<file path="src/rtl/alu_pkg.sv">
// alu_pkg: function select and result code constants shared by the ALU compare slot
package alu_pkg;
    localparam logic [2:0] CMP_NOP     = 3'd0;
    localparam logic [2:0] CMP_EQ      = 3'd1;
    localparam logic [2:0] CMP_GT      = 3'd2;
    localparam logic [2:0] CMP_LT      = 3'd3;
    localparam logic [2:0] CMP_MIN     = 3'd4;
    localparam logic [2:0] CMP_MAX     = 3'd5;
    localparam logic [2:0] CMP_ACC_MIN = 3'd6;
    localparam logic [2:0] CMP_ACC_MAX = 3'd7;
    localparam logic [1:0] CODE_EQ     = 2'd1;
    localparam logic [1:0] CODE_GT     = 2'd2;
    localparam logic [1:0] CODE_LT     = 2'd3;
endpackage

</file>
<file path="src/rtl/cmp_core.sv">
// cmp_core: combinational signed/unsigned three-way compare of a against b
module cmp_core #(
    parameter int W = 16
) (
    input  logic [W-1:0] a,
    input  logic [W-1:0] b,
    input  logic         is_signed,
    output logic         eq,
    output logic         gt,
    output logic         lt
);
    assign eq = a == b;
    assign gt = is_signed ? $signed(a) > $signed(b) : a > b;
    assign lt = is_signed ? $signed(a) < $signed(b) : a < b;
endmodule

</file>
<file path="src/rtl/cmp_unit_seq.sv">
// cmp_unit_seq: compare/min/max unit with running accumulator, saturating hit counter
// and an optional second output register
module cmp_unit_seq
    import alu_pkg::*;
#(
    parameter int DATA_WIDTH  = 16,
    parameter int CNT_WIDTH   = 8,
    parameter int PIPE_STAGES = 1
) (
    input  logic                  clk,
    input  logic                  rst_n,
    input  logic [DATA_WIDTH-1:0] in1,
    input  logic [DATA_WIDTH-1:0] in2,
    input  logic [2:0]            cmp_fun,
    input  logic                  cmp_en,
    input  logic                  cmp_signed,
    input  logic                  acc_clr,
    output logic [DATA_WIDTH-1:0] cmp_out,
    output logic                  cmp_flag,
    output logic [CNT_WIDTH-1:0]  hit_cnt,
    output logic                  acc_valid
);
    logic eq, gt, lt, a_eq, a_gt, a_lt;
    logic acc_op, acc_empty, hit;
    logic [DATA_WIDTH-1:0] acc, new_acc, res, s1_out;
    logic s1_flag;

    cmp_core #(.W(DATA_WIDTH)) u_ab (.a(in1), .b(in2), .is_signed(cmp_signed), .eq(eq), .gt(gt), .lt(lt));
    cmp_core #(.W(DATA_WIDTH)) u_acc (.a(in1), .b(acc), .is_signed(cmp_signed), .eq(a_eq), .gt(a_gt), .lt(a_lt));

    assign acc_op    = cmp_en && cmp_fun[2] && cmp_fun[1];
    // a same-cycle clear makes the op start from an empty accumulator
    assign acc_empty = !acc_valid || acc_clr;
    assign new_acc   = (acc_empty || (cmp_fun[0] ? (a_gt || a_eq) : (a_lt || a_eq))) ? in1 : acc;
    assign hit       = cmp_en && ((cmp_fun == CMP_EQ && eq) || (cmp_fun == CMP_GT && gt) ||
                                  (cmp_fun == CMP_LT && lt));

    always_comb begin
        res = '0;
        case (cmp_fun)
            CMP_EQ:      res = eq ? DATA_WIDTH'(CODE_EQ) : '0;
            CMP_GT:      res = gt ? DATA_WIDTH'(CODE_GT) : '0;
            CMP_LT:      res = lt ? DATA_WIDTH'(CODE_LT) : '0;
            CMP_MIN:     res = gt ? in2 : in1;
            CMP_MAX:     res = lt ? in2 : in1;
            CMP_ACC_MIN,
            CMP_ACC_MAX: res = new_acc;
            default:     res = '0;
        endcase
    end

    always_ff @(posedge clk or negedge rst_n) begin
        if (!rst_n) begin
            s1_out    <= '0;
            s1_flag   <= 1'b0;
            acc       <= '0;
            acc_valid <= 1'b0;
            hit_cnt   <= '0;
        end else begin
            s1_out  <= cmp_en ? res : '0;
            s1_flag <= cmp_en;
            if (acc_op) begin
                acc       <= new_acc;
                acc_valid <= 1'b1;
            end else if (acc_clr) begin
                acc       <= '0;
                acc_valid <= 1'b0;
            end
            if (hit && !(&hit_cnt))
                hit_cnt <= hit_cnt + 1'b1;
        end
    end

    generate
        if (PIPE_STAGES == 1) begin : g_pipe1
            assign cmp_out  = s1_out;
            assign cmp_flag = s1_flag;
        end else if (PIPE_STAGES == 2) begin : g_pipe2
            always_ff @(posedge clk or negedge rst_n) begin
                if (!rst_n) begin
                    cmp_out  <= '0;
                    cmp_flag <= 1'b0;
                end else begin
                    cmp_out  <= s1_out;
                    cmp_flag <= s1_flag;
                end
            end
        end else begin : g_bad
            $error("cmp_unit_seq: PIPE_STAGES must be 1 or 2");
        end
    endgenerate
endmodule

</file>
<file path="config.mk">
export PLATFORM = sky130hd
export DESIGN_NAME = cmp_unit_seq
export DESIGN_NICKNAME = d
export VERILOG_FILES = /design/src/rtl/alu_pkg.sv /design/src/rtl/cmp_core.sv /design/src/rtl/cmp_unit_seq.sv
export SDC_FILE = /design/constraint.sdc
export NUM_CORES = 1
export LEC_CHECK = 0
export ABC_AREA = 1
export CAP_MARGIN = 20
export CORE_MARGIN = 3
export CORE_UTILIZATION = 35
export DETAILED_ROUTE_END_ITERATION = 8
export PLACE_DENSITY_LB_ADDON = 0.2
export SLEW_MARGIN = 20
export SYNTH_ARGS = -nofsm -noshare
export SYNTH_HDL_FRONTEND = slang
export SYNTH_SLANG_ARGS = --single-unit
</file>
<file path="constraint.sdc">
create_clock -name clk -period 3.2 [get_ports clk]
set_input_delay 0.64 -clock clk [delete_from_list [all_inputs] [get_ports clk]]
set_output_delay 0.64 -clock clk [all_outputs]
set_load 0.005 [all_outputs]
</file>
==> results of run 1 <==
[through the flow]
| step | hold WS [ns] | instances |
|---|---|---|
| 4_1_cts | 0.537 | 711 |
| 5_1_grt | 0.573 | 711 |
| 3_3_place_gp | 0.511 | 703 |
| 6_report | 0.492 | 711 |
| 3_5_place_dp | 0.514 | 703 |
| 2_1_floorplan | 0.344 | 509 |
[cells in the final DEF, fill, tap and decap left out, types with 12 or more instances in the layout]
| cell | Yosys | routed |
|---|---|---|
| dfrtp_1 | 42 | 42 |
| a21oi_1 | 14 | 14 |
| ha_1 | 33 | 33 |
| nand3_1 | 87 | 87 |
| nor2_1 | 15 | 15 |
| nand2_1 | 141 | 141 |
| o211ai_1 | 14 | 14 |
| o22ai_1 | 16 | 16 |
| buf_4 | 1 | 12 |
| inv_1 | 85 | 85 |
| clkdlybuf4s50_1 | 0 | 64 |
[worst reg2reg max path, cell delays in order (launching register included)]
cell and delay (ns):
dfrtp_1 0.33, inv_1 0.06, ha_1 0.29, nand2_1 0.07, nor2_1 0.27, nand2_1 0.12
nand2_1 0.07, nand2_1 0.06, nand3_1 0.08, nand2_2 0.08, nand2_2 0.30, nand2_1 0.12
nand3_1 0.09, nand3_1 0.14, nand2_1 0.09, inv_1 0.04
[worst max path at each step]
stage                 start          end  slack [ns]  cells after the start
finish              in2[11]   hit_cnt[5]        0.36                     15
global route         in2[9]   hit_cnt[5]        0.15                     17
CTS                 in2[11]   hit_cnt[3]        0.39                     15
detailed placement  in2[11]   hit_cnt[3]         0.1                     15
global placement     in1[7]  cmp_out[12]        0.08                     15
floorplan           in2[11]   cmp_out[4]        0.95                     14
[power breakdown]
part	switching [mW]	total (mW)	leakage, nW	internal (mW)
sequential	0.0509	0.643	0.559	0.592
combinational	0.348	0.650	1.71	0.302
clock	0.187	0.362	0.0482	0.174
total	0.586	1.65	2.32	1.07
[state kept, by name (all words and copies together), names as in the netlist]
register	count
acc	16
cmp_out	16
hit_cnt	8
acc_valid	1
cmp_flag	1
[routing by layer]
metal  up-vias  track usage (%)  wire length [um]
li1       1793                -                 -
met1      1580             24.6              4490
met2        93             29.0              4440
met3        10             2.43               485
met4         0             4.38               136
met5         -                0                 0
[kinds of logic after synthesis]
family	count (synthesis)	synth area share, %
AND/OR/NAND/NOR	265	33.7
buffers and inverters	106	13.0
AO/OA/AOI/OAI	55	9.86
flip-flops	42	29.8
adder cells (fa/ha/maj)	33	11.7
XOR/XNOR	8	1.99
[final cells by class]
type,count,share of cell area [%]
clock buffer,7,1.95
clock inverter,1,0.113
inverter,89,7.61
multi-input combinational,361,45.7
sequential,42,23.8
tap,133,3.76
timing repair buffer,78,17.1
==> metrics.cfg, run 1 <==
[run_status]
status=complete, no violations

[pwr]
ir_drop_uv=211
power_density_nw_per_um2=374
power_mw=1.65
power.leakage_nw=2.32

[cells_and_area]
layout.nets=650
regArea_um2=1050
fin_area_um2=4420
area_growth_pct=25.2
drive_above_1_share_pct=6.92
diodes=0
multiInputGateArea_um2=2020
final_util_pct=45.2
nFillCells=1025

[placement]
pre_cts_slack_ns=0.0983
gp_congestion=0.845
hpwl_mm=7.44
placed_area_um2=4330
port_buffers=65

[timing]
layout_min_cycle_time_ns=2.84
max_clock_freq_mhz=352
layout_setup_ws_ns=0.363
fin_skew_ns=0.0115
fin_tns_setup_ns=0
drv_slew=0
hold_violations=0
slew_headroom_pct=36.8
worst-slew-pin-transition_ns=0.948
setup_viol=0
rsz0062_at_grt=no
period_share_pct=88.7

[cts]
postCtsSetupRepairBufs=0
clock_latency_ns=0.29
root_buffer=clkbuf_8
numCtsBuffers=5
cts_tree=built
clock_sinks=42
clockBufferDepth=2
cts_hold_buf=0
htreeDepth=2
ctsResizeCount=0
path_clk_slew_ns=0.09

[critical_path]
cpPeakStageDelay_ns=0.49
end_kind=flip-flop
slowest_stage=clkdlybuf4s50_1
path_max_fanout=19
arrival_ns=3.06
rr_worst_depth=15
required_ns=3.42
reg2reg_to=cmp_out[12]
r2r_start=acc[7]
crit_family=buffers and inverters
start_kind=primary input
worst-path-buf-inv=4
reg2reg_slack_ns=0.86
path_cells=clkdlybuf4s50_1 > inv_1 > ha_1 > a21oi_1 > nand2_1 > a21oi_2 > nand3_2 > nand2_4 > buf_4 > nand3_4 > nand2_2 > nand2_4 > inv_4 > nand2_1 > o21ai_2
critical_path_class=in -> reg

[floorplan]
fp.coreArea_um2=9770
std_cell_rows=36
ioPinCount=66
die_y_um=106
start_util_pct=36.1
die_x_um=106
die_area_um2=11300

[global_routing]
grtUsageTotal_pct=17.7
first_global_vias=3344
grt_overflow=0
grt_start_max_net_pins=43
antenna_found_initial=0
grt_pass1_wl_mm=16.2

[run]
cap_violations=0

[detailed_routing]
drc=0
viasPerCell=4.89
wire_per_inst_um=13.4
drtIter0Drc=178
route.vias.total=3476
first_pass_iters=5
routed_wl_mm=9.56
final_antenna_net_count=0

[logic_synthesis]
syn_area_per_cell_um2=6.93
synth.cell_area_um2=3530
synth_common_cells=nand2_1, nand3_1, inv_1
ys_seq_elements=42
synth_top_area_cell=dfrtp_1
synth_top_area_share_pct=29.8
synth.distinct_cells=35
synth_nets=582
yosysWarnings=0
ys_seq_area_share_pct=29.8
synth_flop_cell=dfrtp_1
syn_inst=509
yosysMostFrequentCell=nand2_1
synth-async-reset-ratio_pct=100
synthTopCellsByArea=dfrtp_1, nand2_1, nand3_1, ha_1, inv_1
synth_edf_count=0

[min_path]
min_path_type=in -> async

No activity file was read; power rests on OpenSTA's default activity.
==> run 2: changes to the inputs <==
ABC_CLOCK_PERIOD_IN_PS = 3200   (was not set)
RECOVER_POWER = 100   (was not set)
==> metrics.cfg, run 2 (same netlist as run 1, synthesis figures left out) <==
[timing]
slew_headroom_pct=-51.5
setup_viol=0
hold_violations=0
worst-slew-pin-transition_ns=2.27
drv_slew=43
fin_tns_setup_ns=0
layout_min_cycle_time_ns=2.89
max_clock_freq_mhz=346
fin_skew_ns=0.0130
rsz0062_at_grt=no
period_share_pct=90.3
layout_setup_ws_ns=0.310

[global_routing]
grtUsageTotal_pct=17.7
grt_start_max_net_pins=43
use_met1_pct=24.6
grt_pass1_wl_mm=16.2
antenna_found_initial=0
gr-max-usage-layer=met2
grt_util_met3_pct=2.43
first_global_vias=3344
grt_overflow=0
use_met2_pct=29.0

[cts]
numCtsBuffers=5
clock_sinks=42
cts_hold_buf=0
htreeDepth=2
ctsResizeCount=0
clockBufferDepth=2
postCtsSetupRepairBufs=0
clock_latency_ns=0.29
cts_tree=built
root_buffer=clkbuf_8
path_clk_slew_ns=0.09

[pwr]
ir_drop_uv=207
power_density_nw_per_um2=369
power.leakage_nw=2.37

[floorplan]
die_area_um2=11300
die_x_um=106
die_y_um=106
fp.coreArea_um2=9770
start_util_pct=36.1
std_cell_rows=36
ioPinCount=66

[detailed_routing]
wire_per_inst_um=13.5
drc=0
first_pass_iters=5
drtIter0Drc=169
routed_wl_mm=9.56
final_antenna_net_count=0
route.vias.total=3461
viasPerCell=4.87

[critical_path]
required_ns=3.41
r2r_start=acc[7]
reg2reg_to=cmp_out[12]
critical_path_class=in -> reg
arrival_ns=3.10
crit_start=in2[11]
rr_worst_depth=15
reg2reg_slack_ns=0.88
end_kind=flip-flop
path_max_fanout=19
endpoint=hit_cnt[5]
start_kind=primary input

[cells_and_area]
final_util_pct=45.0
drive_above_1_share_pct=6.06
mostFrequentLayoutCell=nand2_1
diodes=0
fin_area_um2=4400
area_growth_pct=24.7
layout_common_cells=nand2_1, nand3_1, inv_1
nFillCells=1027
layout.nets=650
top_regs=acc (16), cmp_out (16), hit_cnt (8)

[placement]
hpwl_mm=7.44
pre_cts_slack_ns=0.0983
port_buffers=65
gp_congestion=0.845
placed_area_um2=4330

[run_status]
status=finished with violations
violations=capacitance limit, slew limit

[run]
cap_violations=1

[min_path]
min_path_type=reg -> reg

[run 2: cell count changes in the layout (fill, tap and decap cells not counted), sizes merged]
cell           previous run  this run
clkdlybuf4s50            64        37
buf                      14        12
dlygate4sd3               0        27
clkbuf                    7         9
[run 2: how the worst min path moves through the flow]
stage,from,cells after the start,to
after floorplan,rst_n,0,acc[0]
after global placement,acc_valid,2,acc_valid
after detailed placement,acc_valid,2,acc_valid
after CTS,rst_n,1,acc[15]
after global routing,acc_valid,2,acc_valid
final,acc_valid,2,acc_valid
[run 2: layout make-up]
type | instances | area, um2 | area share, %
tap | 133 | 166 | 3.78
clock inverter | 1 | 5.00 | 0.114
timing repair buffer | 78 | 751 | 17.1
clock buffer | 7 | 86.3 | 1.96
inverter | 89 | 337 | 7.65
sequential | 42 | 1050 | 23.9
multi-input combinational | 361 | 2010 | 45.6
[run 2: per-layer routing]
metal	vias up	part of all wire [%]
met5	-	0
met4	0	1.1
met3	6	5.5
met2	103	47
met1	1561	46
li1	1791	-
[run 2: per-stage QoR]
step / total power, mW / hold WS, ns / instances
floorplan: 1.04 / 0.344 / 509
global placement: 1.30 / 0.511 / 703
detailed placement: 1.31 / 0.514 / 703
CTS: 1.67 / 0.537 / 711
global route: 1.75 / 0.580 / 711
finish: 1.63 / 0.525 / 711
[run 2: power breakdown]
part / total [mW] / switching, mW / internal [mW]
clock: 0.360 / 0.186 / 0.174
combinational: 0.626 / 0.346 / 0.280
sequential: 0.640 / 0.0481 / 0.592
[run 2: worst max-delay path: stages]
cell and delay [ns]:
clkdlybuf4s50_1 0.49, inv_1 0.06, ha_1 0.31, a21oi_1 0.15
nand2_1 0.10, a21oi_2 0.19, nand3_2 0.17, nand2_4 0.16
buf_4 0.25, nand3_4 0.09, nand2_1 0.09, nand2_2 0.14
inv_4 0.13, nand2_1 0.06, o21ai_0 0.06
